[config.mk]
export PLATFORM = sky130hd
export DESIGN_NAME = xor_operand_feeder
export DESIGN_NICKNAME = d
export VERILOG_FILES = /design/src/rtl/xor_operand_feeder.sv
export SDC_FILE = /design/constraint.sdc
export NUM_CORES = 1
export LEC_CHECK = 0
export BUFFER_PORTS_ARGS = -buffer_cell sky130_fd_sc_hd__buf_2
export CAP_MARGIN = 15
export CORE_MARGIN = 3
export CORE_UTILIZATION = 55
export CTS_CLUSTER_SIZE = 16
export DETAILED_ROUTE_END_ITERATION = 10
export GPL_TIMING_DRIVEN = 1
export PLACE_DENSITY_LB_ADDON = 0.08
export SLEW_MARGIN = 20
export SYNTH_ARGS = -nofsm -noshare
export SYNTH_HDL_FRONTEND = slang
export SYNTH_SLANG_ARGS = --single-unit
[constraint.sdc]
create_clock -name clk -period 4.35 [get_ports clk]
set_clock_uncertainty 0.1 [all_clocks]
set_input_delay 0.87 -clock clk [delete_from_list [all_inputs] [get_ports clk]]
set_output_delay 0.87 -clock clk [all_outputs]
set_load 0.02 [all_outputs]
[src/rtl/xor_operand_feeder.sv]
// Operand feeder for a 64-bit XOR datapath: two buffered input streams, pairing, and a registered output stage.
// Optional pair counter port beat_cnt is enabled by defining XOR_FEED_BEAT_CNT_EN.

module XorFeedFifo #(
  parameter int DATA_W = 64,
  parameter int DEPTH  = 4
) (
  input  logic              clk,
  input  logic              rst,
  input  logic              push_i,
  input  logic              pop_i,
  input  logic [DATA_W-1:0] data_i,
  output logic [DATA_W-1:0] head_o,
  output logic              full_o,
  output logic              empty_o
);

  localparam int PTR_W = $clog2(DEPTH);
  localparam int CNT_W = PTR_W + 1;

  logic [DATA_W-1:0] mem_q [DEPTH];
  logic [PTR_W-1:0]  wrPtr_q, wrPtr_d;
  logic [PTR_W-1:0]  rdPtr_q, rdPtr_d;
  logic [CNT_W-1:0]  cnt_q, cnt_d;

  // DEPTH is a power of two, so the pointers wrap by plain overflow.
  always_comb begin
    wrPtr_d = wrPtr_q;
    rdPtr_d = rdPtr_q;
    cnt_d   = cnt_q;
    if (push_i) wrPtr_d = wrPtr_q + 1'b1;
    if (pop_i)  rdPtr_d = rdPtr_q + 1'b1;
    case ({push_i, pop_i})
      2'b10:   cnt_d = cnt_q + 1'b1;
      2'b01:   cnt_d = cnt_q - 1'b1;
      default: cnt_d = cnt_q;
    endcase
  end

  always_ff @(posedge clk) begin
    if (rst) begin
      wrPtr_q <= '0;
      rdPtr_q <= '0;
      cnt_q   <= '0;
    end else begin
      wrPtr_q <= wrPtr_d;
      rdPtr_q <= rdPtr_d;
      cnt_q   <= cnt_d;
    end
  end

  always_ff @(posedge clk) begin
    if (push_i) mem_q[wrPtr_q] <= data_i;
  end

  assign head_o  = mem_q[rdPtr_q];
  assign full_o  = (cnt_q == CNT_W'(DEPTH));
  assign empty_o = (cnt_q == '0);

endmodule

module xor_operand_feeder #(
  parameter int DATA_W     = 64,
  parameter int FIFO_DEPTH = 4
) (
  input  logic              clk,
  input  logic              rst,
  input  logic [DATA_W-1:0] a_data,
  input  logic              a_valid,
  output logic              a_ready,
  input  logic [DATA_W-1:0] b_data,
  input  logic              b_valid,
  output logic              b_ready,
  output logic [DATA_W-1:0] xa,
  output logic [DATA_W-1:0] xb,
  input  logic [DATA_W-1:0] xc,
  output logic [DATA_W-1:0] out_data,
  output logic              out_valid,
  input  logic              out_ready
`ifdef XOR_FEED_BEAT_CNT_EN
  ,
  output logic [31:0]       beat_cnt
`endif
);

  logic fullA, emptyA, fullB, emptyB;
  logic pushA, pushB, fire;
  logic              outValid_q, outValid_d;
  logic [DATA_W-1:0] outData_q, outData_d;

  // Ready ignores a same-cycle pop, which keeps it off the output-stall path.
  assign a_ready = !rst && !fullA;
  assign b_ready = !rst && !fullB;
  assign pushA   = a_valid && a_ready;
  assign pushB   = b_valid && b_ready;
  assign fire    = !emptyA && !emptyB && (!outValid_q || out_ready);

  XorFeedFifo #(.DATA_W(DATA_W), .DEPTH(FIFO_DEPTH)) uFifoA (
    .clk(clk), .rst(rst), .push_i(pushA), .pop_i(fire), .data_i(a_data),
    .head_o(xa), .full_o(fullA), .empty_o(emptyA)
  );

  XorFeedFifo #(.DATA_W(DATA_W), .DEPTH(FIFO_DEPTH)) uFifoB (
    .clk(clk), .rst(rst), .push_i(pushB), .pop_i(fire), .data_i(b_data),
    .head_o(xb), .full_o(fullB), .empty_o(emptyB)
  );

  always_comb begin
    outValid_d = outValid_q;
    outData_d  = outData_q;
    if (fire) begin
      outValid_d = 1'b1;
      outData_d  = xc;
    end else if (outValid_q && out_ready) begin
      outValid_d = 1'b0;
    end
  end

  always_ff @(posedge clk) begin
    if (rst) begin
      outValid_q <= 1'b0;
      outData_q  <= '0;
    end else begin
      outValid_q <= outValid_d;
      outData_q  <= outData_d;
    end
  end

  assign out_valid = outValid_q;
  assign out_data  = outData_q;

`ifdef XOR_FEED_BEAT_CNT_EN
  logic [31:0] beatCnt_q;

  always_ff @(posedge clk) begin
    if (rst)       beatCnt_q <= '0;
    else if (fire) beatCnt_q <= beatCnt_q + 32'd1;
  end

  assign beat_cnt = beatCnt_q;
`endif

endmodule

==> results.toml, run 1 <==
[yosys]
synthCells = 1054
syn_area_per_cell_um2 = 20.85
synth_ff_type = "edfxtp_1"
synth_top_area_share = 0.6997
yosys.area.top_type = "edfxtp_1"
yosysSeqAreaShare = 0.7753
syn-num-nets = 1263
synth_top_family_by_area = "multiplexers"
synthAdderAreaFrac = 0.007516
synthArstFlopShare = 0
netlist_area_mm2 = 0.02197
synth.area.top_cells = "edfxtp_1, mux4_2, dfxtp_1"
ys_seq_elements = 595
synth-simple-area-share = 0.03337
synth_edf_count = 512
yosys-top-cells-count = "edfxtp_1, nand2_1, mux4_2"
synthMuxAreaShare = 0.1633
synthXorXnorAreaFrac = 0.001594
synth_compound_area_frac = 0.003302
ys_warn_count = 0
synth_most_common_cell = "edfxtp_1"
yosys.cell_types.count = 30

[die]
core_area_mm2 = 0.03910
dieArea_mm2 = 0.04239
start_util = 0.5621
num_rows = 72
die_y_um = 205.9
io_pins = 392
dieWidth_um = 205.9

[detailed_routing]
vias_per_cell = 5.396
drc = 0
firstDrtPassIters = 5
drtAntennaViolNets = 0
wirelength_mm = 44.60
avgRoutedWirePerCell_um = 21.83
drtIter0Drc = 616
vias = 11020

[place]
port_buffers = 391
pre_cts_ws_ps = 1290
place_congestion = 0.7698
dpl.hpwl_mm = 28.47

[worst_setup_path]
crit_family = "flip-flops"
cpPeakStageDelay_ps = 730
crit_fanout = 30
worstPathRequired_ps = 3380
slowest_stage = "dfxtp_4"
critPathArrivalTime_ps = 2560
critical_path_buf_inv_count = 2
cp-start-kind = "register"
crit_chain = "buf_4 > mux4_2 > buf_2"
end_kind = "primary output"
worstSetupPathType = "reg2out"

[run_status]
outcome = "complete, no violations"

[flow_run]
drv_cap = 0

[sta]
hold_violations = 0
slew_headroom = 0.2886
period_share = 0.8107
min_period_ps = 3527
setup_viol = 0
rsz0062_at_grt = "false"
timing.fmax_mhz = 283.6
setup_ws_ps = 823.5
worst_pin_slew_ps = 1067
slew_violations = 0
tns_ps = 0

[layout]
utilization = 0.6768
final_net_count = 1681
drive_gt1_frac = 0.4199
syn_to_final_growth_pct = 20.41
final.fill_count = 2684

[clock_network]
postCtsSetupBuffers = 0
numCtsBuffers = 58
cts-htree-levels = 2
clock_latency_ps = 600
cts_root_buffer = "clkbuf_16"
cts_resized = 0
cts.clk_slew.worst_paths_ps = 60
cts_sinks = 595
postCtsHoldBufs = 0
cts_tree = "done"
clock_path_buffers = 3

[global_routing]
grt_pass1_wl_mm = 67.08
grt_use_total = 0.2114
grt_max_degree = 99
grt.overflow.total = 0
antenna_found_initial = 12
grt_pass1_vias = 11330

[pwr]
irDropWorstVdd_v = 0.0004712
powerDensity_mw_per_mm2 = 546.5
p_leak_nw = 9.261

[min_path]
holdCritPathClass = "reg2reg"
==> power by group <==
group	switching (mW)	leakage, nW	internal (mW)
logic	1.57	3.02	1.18
clock network	2.01	0.920	2.84
registers	0.246	5.32	6.60
total	3.83	9.26	10.6
==> sequential cells by signal, summed over array words and instances (netlist names), named ones only <==
signal and flops:
uFifoA.mem_q 256, uFifoB.mem_q 256, out_data 64, uFifoA.cnt_q 3, uFifoB.cnt_q 3, uFifoA.rdPtr_q 2, uFifoA.wrPtr_q 2, uFifoB.rdPtr_q 2
uFifoB.wrPtr_q 2, out_valid 1
==> worst min-delay path: cells and delay by family (launching register included) <==
family	cells	cell delay, ps
simple gates	1	50
mux	1	50
flops	1	310
==> worst paths after layout <==
check             startpoint                  end  slack [ps]  cells after the start
min             out_data[22]         out_data[22]         350                      2
min reg2reg     out_data[22]         out_data[22]         350                      2
max                 register               xa[30]         820                      3
max reg2reg  uFifoB.cnt_q[0]  uFifoB.mem_q[2][29]        1940                      4
==> through the flow <==
step	cells	area, µm²	total power [mW]	hold WS, ps
3_5_place_dp	1930	24570	9.776	343.3
4_1_cts	2035	26440	14.65	337.9
6_report	2043	26460	14.46	354.0
5_1_grt	2038	26450	15.06	348.5
2_1_floorplan	1054	21970	8.871	371.1
3_3_place_gp	1930	24570	9.740	338.2
==> area by class of cell <==
type | count | area (µm²) | share of cell area
repair buffers | 410 | 2212 | 0.08360
clock buffers | 84 | 1673 | 0.06322
flip-flops and latches | 595 | 17050 | 0.6442
inverters | 13 | 50.05 | 0.001891
diodes | 8 | 20.02 | 0.0007566
well taps | 518 | 648.1 | 0.02449
clock inverters | 21 | 197.7 | 0.007471
multi-input cells | 394 | 4613 | 0.1743
==> kinds of logic (layout without fill, tap and decap cells) <==
group,Yosys count,in the layout
adders and majority gates,12,12
DFF,595,595
buffers and inverters,65,528
AOI/OAI and AO/OA,13,13
and+or+nand+nor,167,167
muxes,198,198
xor gates and xnor gates,4,4
other,0,8
==> metal layers <==
layer / GRT usage / wire [µm] / part of all wire
met1: 0.2881 / 18110 / 0.41
met2: 0.3282 / 21510 / 0.48
met3: 0.07009 / 3613 / 0.081
met4: 0.06885 / 1255 / 0.028
met5: 0 / 108 / 0.0024
==> placed cells by master, fill, tap and decap left out, types with 3 or more instances in the layout <==
cell type    n
mux2_1       4
mux4_2     128
nand2_1    130
mux2i_1     66
ha_1        10
dfxtp_1     79
buf_2      391
a21oi_1      8
bufinv_16    3
clkbuf_16   61
and2_2       6
clkbuf_1    17
edfxtp_1   512
diode_2      8
nor3_4       3
xor2_1       4
clkinv_1     7
clkbuf_8     6
inv_1       12
buf_12       9
nor2_1      13
clkinv_2    10
buf_4       10
nor2b_1      3
Power figures use the tool's default switching activity.
==> inputs of run 2 (changes only) <==
--- a/config.mk
+++ b/config.mk
@@ -8,7 +8,7 @@
 export BUFFER_PORTS_ARGS = -buffer_cell sky130_fd_sc_hd__buf_2
 export CAP_MARGIN = 15
 export CORE_MARGIN = 3
-export CORE_UTILIZATION = 55
+export CORE_UTILIZATION = 50
 export CTS_CLUSTER_SIZE = 16
 export DETAILED_ROUTE_END_ITERATION = 10
 export GPL_TIMING_DRIVEN = 1
==> constraint.sdc (replaced) <==
create_clock -name clk -period 2.95 [get_ports clk]
set_clock_uncertainty 0.1 [all_clocks]
set_input_delay 0.59 -clock clk [delete_from_list [all_inputs] [get_ports clk]]
set_output_delay 0.59 -clock clk [all_outputs]
set_load 0.02 [all_outputs]
==> run 2 against run 1 <==
  * Combinational power is 55% higher
  * Cell count is 4.3% higher
  * Sequential share of layout area is 0.68 points lower
  * Largest power group unchanged
  * Flip-flop and latch count stayed put
  * Critical path depth stayed put
==> results.toml, run 2 (synthesis gave the netlist of run 1 again) <==
[pwr]
p_leak_nw = 9.346
irDropWorstVdd_v = 0.0005403
combPwrFrac = 0.202
pwr-share-seq = 0.472
pwr-share-clk = 0.326
intPower_mw = 15.54
switchingPower_mw = 5.669
powerDensity_mw_per_mm2 = 793.1
switching_share = 0.2673

[die]
io_pins = 392
start_util = 0.5079
die_y_um = 215.6
dieArea_mm2 = 0.04650
dieWidth_um = 215.6
num_rows = 76
core_area_mm2 = 0.04327

[min_path]
min_to = "uFifoA.mem_q[1][53]"
hp-start = "a_data[53]"
holdCritPathClass = "in2reg"
holdPathStages = 1

[sta]
slew_violations = 0
hold_violations = 0
setup_viol = 0
timing.fmax_mhz = 356.3
period_share = 0.9515
worst_pin_slew_ps = 671.0
min_period_ps = 2807
tns_ps = 0
slew_headroom = 0.5527
rsz0062_at_grt = "false"

[worst_setup_path]
worstPathRequired_ps = 2260
critPathArrivalTime_ps = 2120
crit_fanout = 20
critical_path_buf_inv_count = 2
end_kind = "primary output"
cp-start-kind = "register"
r2r_slack_ps = 570
crit_family = "multiplexers"
r2r_cells = 9
crit_chain = "buf_12 > mux4_2 > buf_2"
r2r_end = "uFifoA.cnt_q[2]"
r2r_start = "uFifoA.cnt_q[2]"
worstSetupPathType = "reg2out"
slowest_stage = "mux4_2"
cpPeakStageDelay_ps = 560

[layout]
final.fill_count = 3208
final_common_cell = "edfxtp_1"
syn_to_final_growth_pct = 21.70
final_net_count = 1699
final_cell_mix = "edfxtp_1, buf_2, nand2_1"
utilization = 0.6181
drive_gt1_frac = 0.4270

[run_status]
outcome = "complete, no violations"

[clock_network]
numCtsBuffers = 58
cts_tree = "done"
cts.clk_slew.worst_paths_ps = 60
clock_latency_ps = 590
cts_sinks = 595
cts_root_buffer = "clkbuf_16"
clock_path_buffers = 3
cts-htree-levels = 2

[global_routing]
grt_max_degree = 65
grt_pass1_wl_mm = 69.76
grt.overflow.total = 0
grt_pass1_vias = 11520
antenna_found_initial = 16
grt_use_total = 0.1967

[detailed_routing]
drtAntennaViolNets = 0
firstDrtPassIters = 4
drc = 0
avgRoutedWirePerCell_um = 21.37
vias_per_cell = 5.259
wirelength_mm = 45.52
drtIter0Drc = 634
vias = 11200

[place]
port_buffers = 391
place_congestion = 0.7691
dpl.hpwl_mm = 29.27

[flow_run]
drv_cap = 0
==> run 2: per-layer routing <==
layer	wire, µm	GRT usage
met1	18600	0.2629
met2	22310	0.3161
met3	3423	0.05872
met4	1140	0.06059
met5	46	0
==> run 2: how the worst max path moves through the flow <==
stage | cells past startpoint | to | from
3_5_place_dp | 4 | uFifoA.mem_q[1][28] | rst
2_1_floorplan | 3 | uFifoA.mem_q[0][0] | rst
6_report | 3 | xb[61] | register
5_1_grt | 3 | xb[61] | register
4_1_cts | 3 | xb[9] | register
3_3_place_gp | 4 | uFifoA.mem_q[1][56] | rst
==> run 2: stage by stage <==
step | worst slack, ps | instance area, µm² | power [mW] | cells | hold WS [ps]
after global placement | 517.0 | 24920 | 14.49 | 2014 | 338.9
after CTS | 26.75 | 26710 | 21.52 | 2119 | 53.61
final | 143.2 | 26740 | 21.21 | 2130 | 104.8
after floorplan | 406.4 | 21980 | 13.07 | 1054 | 371.1
after global routing | 0.1061 | 26730 | 22.16 | 2126 | 61.63
after detailed placement | 503.1 | 24920 | 14.53 | 2014 | 343.3
==> run 2: worst register-to-register path, stage by stage, from the launching register on <==
cell     delay [ps]
dfxtp_1         400
nor3b_1         320
nor3b_2         160
inv_1            80
ha_1            170
inv_1            60
fa_1            370
xor2_1          180
or3_1           310
a21oi_1         150
==> run 2: repair_timing <==
action                     4_1_cts  5_1_grt
hold endpoints to repair         0        0
setup endpoints to repair       35       11
gates resized for setup          0        1
hold buffers                     0        0
buffers inserted                 1        0
==> run 2: power groups by stage <==
stage / registers [mW] / clock network, mW / logic, mW
floorplan: 10.3 / 0 / 2.77
global placement: 10.2 / 0 / 4.29
detailed placement: 10.2 / 0 / 4.31
CTS: 10.0 / 7.13 / 4.37
global route: 10.1 / 7.49 / 4.60
finish: 10.0 / 6.92 / 4.28
==> run 2: layout make-up <==
cell class                 instances  area [µm²]  share of cell area
clock inverter                    26       172.7            0.006456
multi-input combinational        394        4611              0.1724
inverter                          13       50.05            0.001871
tap                              585       732.0             0.02737
timing repair buffer             428        2496             0.09333
sequential                       595       17050              0.6374
antenna                           11       27.53            0.001029
clock buffer                      78        1609             0.06016
